===== src/rtl/mux4_rr_scheduler.sv =====
// Round-robin scheduler that shares a 4:1 WIDTH-bit mux among four requesters and
// caps each grant at MAX_HOLD transferred beats on a valid/ready output.
module mux4_rr_scheduler #(
    parameter int unsigned WIDTH    = 2,
    parameter int unsigned MAX_HOLD = 4
) (
    input  logic             clk,
    input  logic             rst,
    input  logic [3:0]       req,
    input  logic [WIDTH-1:0] D0,
    input  logic [WIDTH-1:0] D1,
    input  logic [WIDTH-1:0] D2,
    input  logic [WIDTH-1:0] D3,
    input  logic             out_ready,
    output logic [3:0]       gnt,
    output logic [1:0]       sel,
    output logic [WIDTH-1:0] Y,
    output logic             out_valid,
    output logic             busy
);

    localparam logic [0:0] StIdle  = 1'b0;
    localparam logic [0:0] StGrant = 1'b1;

    localparam logic [3:0] HoldLast = 4'(MAX_HOLD - 1);

    logic [0:0]       state_q, state_d;
    logic [3:0]       gnt_q, gnt_d;
    logic [1:0]       sel_q, sel_d;
    logic [1:0]       last_q, last_d;
    logic [3:0]       cnt_q, cnt_d;
    logic [WIDTH-1:0] dsel;
    logic             xfer;
    logic             rel;

    // First set bit of r, searching circularly upward starting at base.
    function automatic logic [1:0] rr_pick(input logic [3:0] r, input logic [1:0] base);
        logic [1:0] idx;
        logic       found;
        rr_pick = base;
        found   = 1'b0;
        for (int i = 0; i < 4; i++) begin
            idx = base + 2'(i);
            if (!found && r[idx]) begin
                rr_pick = idx;
                found   = 1'b1;
            end
        end
    endfunction

    always_comb begin
        unique case (sel_q)
            2'd0: dsel = D0;
            2'd1: dsel = D1;
            2'd2: dsel = D2;
            2'd3: dsel = D3;
        endcase
    end

    assign busy      = (state_q == StGrant);
    assign out_valid = busy & req[sel_q];
    // Gate the data so X on an unselected or idle source never reaches Y.
    assign Y         = out_valid ? dsel : '0;
    assign gnt       = gnt_q;
    assign sel       = sel_q;

    assign xfer = out_valid & out_ready;
    assign rel  = busy & (~req[sel_q] | (xfer & (cnt_q == HoldLast)));

    always_comb begin
        state_d = state_q;
        gnt_d   = gnt_q;
        sel_d   = sel_q;
        last_d  = last_q;
        cnt_d   = cnt_q;
        unique case (state_q)
            StIdle: begin
                if (|req) begin
                    state_d = StGrant;
                    sel_d   = rr_pick(req, last_q + 2'd1);
                    gnt_d   = 4'b0001 << sel_d;
                    cnt_d   = '0;
                end
            end
            StGrant: begin
                if (rel) begin
                    last_d = sel_q;
                    cnt_d  = '0;
                    // Current source is searched last, so a lone requester regrants bubble-free.
                    if (|req) begin
                        sel_d = rr_pick(req, sel_q + 2'd1);
                        gnt_d = 4'b0001 << sel_d;
                    end else begin
                        state_d = StIdle;
                        gnt_d   = '0;
                    end
                end else if (xfer) begin
                    cnt_d = cnt_q + 4'd1;
                end
            end
            default: begin
                state_d = StIdle;
                gnt_d   = '0;
            end
        endcase
    end

    always_ff @(posedge clk) begin
        if (rst) begin
            state_q <= StIdle;
            gnt_q   <= '0;
            sel_q   <= 2'd0;
            last_q  <= 2'd3;
            cnt_q   <= '0;
        end else begin
            state_q <= state_d;
            gnt_q   <= gnt_d;
            sel_q   <= sel_d;
            last_q  <= last_d;
            cnt_q   <= cnt_d;
        end
    end

endmodule


===== config.mk =====
export PLATFORM = sky130hd
export DESIGN_NAME = mux4_rr_scheduler
export DESIGN_NICKNAME = d
export VERILOG_FILES = /design/src/rtl/mux4_rr_scheduler.sv
export SDC_FILE = /design/constraint.sdc
export NUM_CORES = 1
export LEC_CHECK = 0
export CORE_MARGIN = 1
export CORE_UTILIZATION = 44
export CTS_CLUSTER_DIAMETER = 40
export DETAILED_ROUTE_END_ITERATION = 12
export PLACE_DENSITY = 0.73
export SYNTH_ARGS = -nofsm -noshare
export SYNTH_HDL_FRONTEND = slang
export SYNTH_SLANG_ARGS = --single-unit

===== constraint.sdc =====
create_clock -name clk -period 2.1 [get_ports clk]
set_input_delay 0.21 -clock clk [delete_from_list [all_inputs] [get_ports clk]]
set_output_delay 0.21 -clock clk [all_outputs]
set_load 0.1 [all_outputs]

==> impl_metrics.json, run 1 <==
{
  "syn_to_final_growth_pct": 42.7,
  "finalPower_uw": 1230,
  "numPortBuffers": 24,
  "drv_slew": 0,
  "dp_slack_ns": -0.0880,
  "path_class": "register to register",
  "cp_cell_sequence": "inv_2, ha_4, or3_1, a32o_1, nor2_1, a21oi_1, a2111oi_2",
  "grt_max_degree": 14,
  "synth-seq-cells": 13,
  "endpoint_kind": "register",
  "htreeDepth": 1,
  "postCtsSetupBuffers": 0,
  "rsz0062_at_grt": "false",
  "ir_worst_vdd_mv": 0.567,
  "finalSetupViolCount": 0,
  "p_seq_share_pct": 25.4,
  "busiest_layer": "met2",
  "regArea_um2": 269,
  "path_buf_inv": 1,
  "insertedDiodeCount": 0,
  "ys_types": 48,
  "pwr-share-clk_pct": 12.5,
  "use_met2_pct": 40.4,
  "worst_slack_ns": 0.0970,
  "hp-class": "register to register",
  "cts_resized": 0,
  "layout_common_cells": "24 x buf_4, 14 x clkdlybuf4s50_1, 10 x nor2_1, 10 x dfxtp_1, 9 x nand2_1",
  "swShare_pct": 47.7,
  "hold_viol_final": 0,
  "required_ns": 2.27,
  "p_sw_uw": 587,
  "max_freq_mhz": 499,
  "hold_buffers": 0,
  "die_x_um": 51.0,
  "yosysSeqAreaShare_pct": 24.7,
  "drive_above_1_share_pct": 29.9,
  "hpwl_mm": 2.21,
  "die_h_um": 51.0,
  "syn_inst": 129,
  "synth_flop_cell": "dfxtp_1",
  "fin_crit_sh_pct": 95.4,
  "drtPass1Iterations": 4,
  "clk_latency_ns": 0.27,
  "p_leak_uw": 0.000616,
  "die_area_um2": 2600,
  "final_area_um2": 1510,
  "cts.sinks": 13,
  "async_reset_ff_share_pct": 0,
  "via_per_inst": 5.78,
  "intPower_uw": 643,
  "antenna_found_initial": 0,
  "layout.nets": 188,
  "initial_utilization_pct": 47.2,
  "start_kind": "register",
  "grt_pass1_wl_mm": 4.69,
  "fin_skew_ns": 0.00274,
  "use_met1_pct": 28.8,
  "rows": 17,
  "synth_top_area_share_pct": 24.7,
  "grt_pass1_vias": 1134,
  "synth_edf_count": 0,
  "path_max_fanout": 7,
  "num_vias": 1128,
  "cts-buffers-inserted": 3,
  "grt_overflow": 0,
  "power_frac_comb_pct": 62.1,
  "wirelength_mm": 2.83,
  "gp_congestion": 0.880,
  "netlist_area_um2": 1050,
  "root_buffer": "clkbuf_4",
  "crit_arrival_ns": 2.18,
  "ant_nets": 0,
  "multi_input_area_um2": 758,
  "place_area_um2": 1460,
  "min_period_ns": 2.00,
  "syn_nets": 149,
  "worstMarginPinSlew_ns": 0.463,
  "grt_use_total_pct": 23.5,
  "whs_ns": 0.500,
  "remaining_drc_errors": 0,
  "slowest_delay_ns": 0.35,
  "path_clk_slew_ns": 0.08,
  "fill_cells": 197,
  "relSlewSlack_pct": 68.9,
  "pin_count": 25,
  "synth_area_leaders": "dfxtp_1 25%, ha_1 5.9%, a21oi_1 4.3%",
  "drtIter0Drc": 42,
  "use_met3_pct": 1.49,
  "status": "complete, no violations",
  "synth-warning-count": 0,
  "core_region_area_um2": 2230,
  "crit_family": "compound AO/OA/AOI/OAI gates",
  "cts_tree": "built",
  "final_common_cell": "buf_4",
  "wire_per_inst_um": 14.5,
  "yosys.area.top_type": "dfxtp_1",
  "syn_avg_cell_area_um2": 8.18,
  "crit_slowest_cell": "dfxtp_4",
  "fin_tns_setup_ns": 0,
  "pwr_density_cell_nw_per_um2": 818,
  "cts.path.max_buffers": 2,
  "maxCapViolCount": 0
}
## synthesized netlist by cell type (all sizes together) (4+ instances only)
cell	number
buf	7
a21oi	9
nor2b	5
dfxtp	13
ha	5
nand3	7
nor2	12
nand2	9
nand2b	4
nor3	4
o21ai	4
inv	6
## power groups by stage
stage	Clock [µW]	Combinational, µW	Sequential (µW)
2_1_floorplan	0	371	482
3_3_place_gp	0	731	314
3_5_place_dp	0	745	318
4_1_cts	156	748	312
5_1_grt	172	811	318
6_report	153	764	313
## path summary, 6_finish.rpt
| check | startpoint | endpoint | slack (ns) | depth (start not counted) |
|---|---|---|---|---|
| max | sel[1]$_SDFFE_PP0P_ | gnt[1]$_SDFFE_PP0P_ | 0.1 | 7 |
| min | cnt_q[3]$_SDFFE_PP0P_ | cnt_q[3]$_SDFFE_PP0P_ | 0.50 | 2 |
| min reg2reg | cnt_q[3]$_SDFFE_PP0P_ | cnt_q[3]$_SDFFE_PP0P_ | 0.50 | 2 |
| max reg2reg | sel[1]$_SDFFE_PP0P_ | gnt[1]$_SDFFE_PP0P_ | 0.1 | 7 |
## worst reg2reg max path: stages (launching register included)
cell and delay [ns]:
dfxtp_4 0.35, inv_2 0.10, ha_4 0.24, or3_1 0.35, a32o_1 0.28, nor2_1 0.14, a21oi_1 0.10, a2111oi_2 0.35
## logic make-up (layout without fill, tap and decap cells)
family	Yosys count	after routing	share of synthesized area, %
AND/OR/NAND/NOR	51	51	24.7
AO/OA/AOI/OAI	40	40	31.7
buffers and inverters	14	52	7.24
flip-flops	13	13	24.7
adder cells (fa/ha/maj)	5	5	5.93
XOR/XNOR	3	3	2.49
multiplexers	3	3	3.32
## through the flow
step / std cells / utilization, %
after floorplan: 129 / -
after global placement: 191 / 65.5
after detailed placement: 191 / 65.5
after CTS: 195 / 66.7
after global routing: 195 / 67.4
final: 195 / 67.4
## layout make-up
class                   instances  share of cell area, %
repair buffers                 42                   26.0
well taps                      28                   2.33
flip-flops and latches         13                   17.9
inverters                       6                   1.66
multi-input cells             102                   50.4
clock buffers                   4                   1.75
## sequential cells by signal, summed over array words and instances, names as in the netlist
register,cells
cnt_q,4
busy,1
gnt,4
last_q,2
sel,2
## layer usage
metal	vias up	wire length [µm]
li1	559	-
met1	528	1290
met2	34	1360
met3	7	134
met4	0	41
met5	-	0
Power figures use the tool's default switching activity.
==> inputs of run 2 (changes only) <==
--- a/config.mk
+++ b/config.mk
@@ -6,10 +6,10 @@
 export NUM_CORES = 1
 export LEC_CHECK = 0
 export CORE_MARGIN = 1
-export CORE_UTILIZATION = 44
+export CORE_UTILIZATION = 30
 export CTS_CLUSTER_DIAMETER = 40
 export DETAILED_ROUTE_END_ITERATION = 12
-export PLACE_DENSITY = 0.73
+export PLACE_DENSITY = 0.53
 export SYNTH_ARGS = -nofsm -noshare
 export SYNTH_HDL_FRONTEND = slang
 export SYNTH_SLANG_ARGS = --single-unit
==> impl_metrics.json, run 2 (synthesis results as in run 1) <==
{
  "status": "complete, no violations",
  "finalSetupViolCount": 0,
  "fill_cells": 363,
  "pwr-share-clk_pct": 12.0,
  "cts-buffers-inserted": 3,
  "path_class": "register to primary output",
  "wirelength_mm": 2.92,
  "core_region_area_um2": 3360,
  "hp-class": "register to register",
  "hold_buffers": 0,
  "top_layer": "met4",
  "remaining_drc_errors": 0,
  "insertedDiodeCount": 0,
  "p_sw_uw": 585,
  "numPortBuffers": 24,
  "maxCapViolCount": 0,
  "required_ns": 1.89,
  "rsz0062_at_grt": "true",
  "pwr_density_cell_nw_per_um2": 798,
  "wl_met2_mm": 1.30,
  "p_leak_uw": 0.000637,
  "layout.nets": 193,
  "syn_to_final_growth_pct": 47.6,
  "via_per_inst": 5.21,
  "drv_slew": 0,
  "swShare_pct": 47.1,
  "ant_nets": 0,
  "num_vias": 1135,
  "grt_overflow": 0,
  "min_period_ns": 2.02,
  "layout_common_cells": "30 x buf_4, 14 x clkdlybuf4s50_1, 10 x nor2_1, 10 x dfxtp_1, 9 x nand2_1",
  "pin_count": 25,
  "worstMarginPinSlew_ns": 0.512,
  "die_x_um": 61.3,
  "power_frac_comb_pct": 63.0,
  "cts_resized": 0,
  "relSlewSlack_pct": 65.6,
  "p_seq_share_pct": 24.9,
  "drive_above_1_share_pct": 31.4,
  "wire_per_inst_um": 13.4,
  "drtPass1Iterations": 4,
  "hpwl_mm": 2.31,
  "htreeDepth": 1,
  "root_buffer": "clkbuf_4",
  "path_clk_slew_ns": 0.08,
  "die_h_um": 61.3,
  "path_max_fanout": 2,
  "whs_ns": 0.482,
  "intPower_uw": 658,
  "finalPower_uw": 1240,
  "hold_viol_final": 0,
  "fin_skew_ns": 0.000721,
  "die_area_um2": 3760,
  "cts_tree": "built",
  "rows": 21,
  "clk_latency_ns": 0.26,
  "antenna_found_initial": 0,
  "max_freq_mhz": 496,
  "grt_pass1_wl_mm": 4.54,
  "ir_worst_vdd_mv": 0.598,
  "start_kind": "register",
  "wl_met1_mm": 1.41,
  "postCtsSetupBuffers": 0,
  "dr_wl_met3_um": 204,
  "grt_max_degree": 14,
  "fin_crit_sh_pct": 96.0,
  "grt_use_total_pct": 16.0,
  "endpoint_kind": "primary output",
  "crit_arrival_ns": 1.81,
  "grt_pass1_vias": 1040,
  "final_common_cell": "buf_4",
  "drtIter0Drc": 67,
  "cts.sinks": 13,
  "cts.path.max_buffers": 2,
  "gp_congestion": 0.788,
  "initial_utilization_pct": 31.4
}
## run 2: cell types whose count changed in the layout (fill, tap and decap cells not counted)
cell,delta
buf_4,+6
a2111oi_1,+1
a2111oi_2,-1
buf_6,-1
## run 2: power groups by stage
| stage | logic [µW] | clock network, µW | registers [µW] |
|---|---|---|---|
| 2_1_floorplan | 371 | 0 | 482 |
| 3_3_place_gp | 768 | 0 | 314 |
| 3_5_place_dp | 775 | 0 | 315 |
| 5_1_grt | 830 | 169 | 316 |
| 4_1_cts | 778 | 156 | 309 |
| 6_report | 783 | 149 | 310 |
## run 2: stage by stage
step,instance area [µm²],TNS [ns],utilization (%),cells,worst slack (ns)
after CTS,1550,0,46.1,218,0.00771
final,1560,0,46.3,218,0.0831
after global routing,1560,-0.0227,46.3,218,-0.0227
after global placement,1520,-0.0311,45.3,214,-0.0138
after detailed placement,1520,-0.137,45.3,214,-0.0335
after floorplan,1100,-0.108,-,129,-0.0825
## run 2: final timing paths
| check | slack, ns | endpoint | startpoint | cells after the start |
|---|---|---|---|---|
| worst max register to register | 0.18 | gnt[1]$_SDFFE_PP0P_ | sel[1]$_SDFFE_PP0P_ | 7 |
| worst max-delay path | 0.08 | Y[0] | sel[0]$_SDFFE_PP0P_ | 8 |
| worst min-delay path | 0.48 | cnt_q[1]$_SDFFE_PP0P_ | cnt_q[1]$_SDFFE_PP0P_ | 2 |
| worst min register to register | 0.48 | cnt_q[1]$_SDFFE_PP0P_ | cnt_q[1]$_SDFFE_PP0P_ | 2 |
## run 2: worst max-delay path, stage by stage (launching register included)
cell and delay (ns):
dfxtp_4 0.36, inv_4 0.04, buf_4 0.13, ha_1 0.21, a222oi_1 0.33, nor2_1 0.09, a21oi_2 0.17, nor2_4 0.05
buf_12 0.16
## run 2: cell type report
| cell class | instances | area, µm² | share of cell area (%) |
|---|---|---|---|
| inverters | 6 | 25.0 | 1.61 |
| clock buffers | 4 | 26.3 | 1.69 |
| repair buffers | 47 | 425 | 27.3 |
| flip-flops and latches | 13 | 269 | 17.3 |
| multi-input cells | 102 | 753 | 48.4 |
| well taps | 46 | 57.6 | 3.70 |
## run 2: metal layers
layer	up-vias	GRT usage, %
met4	0	1.95
met1	524	22.1
met3	2	2.10
met2	43	27.5
li1	566	-
met5	-	0
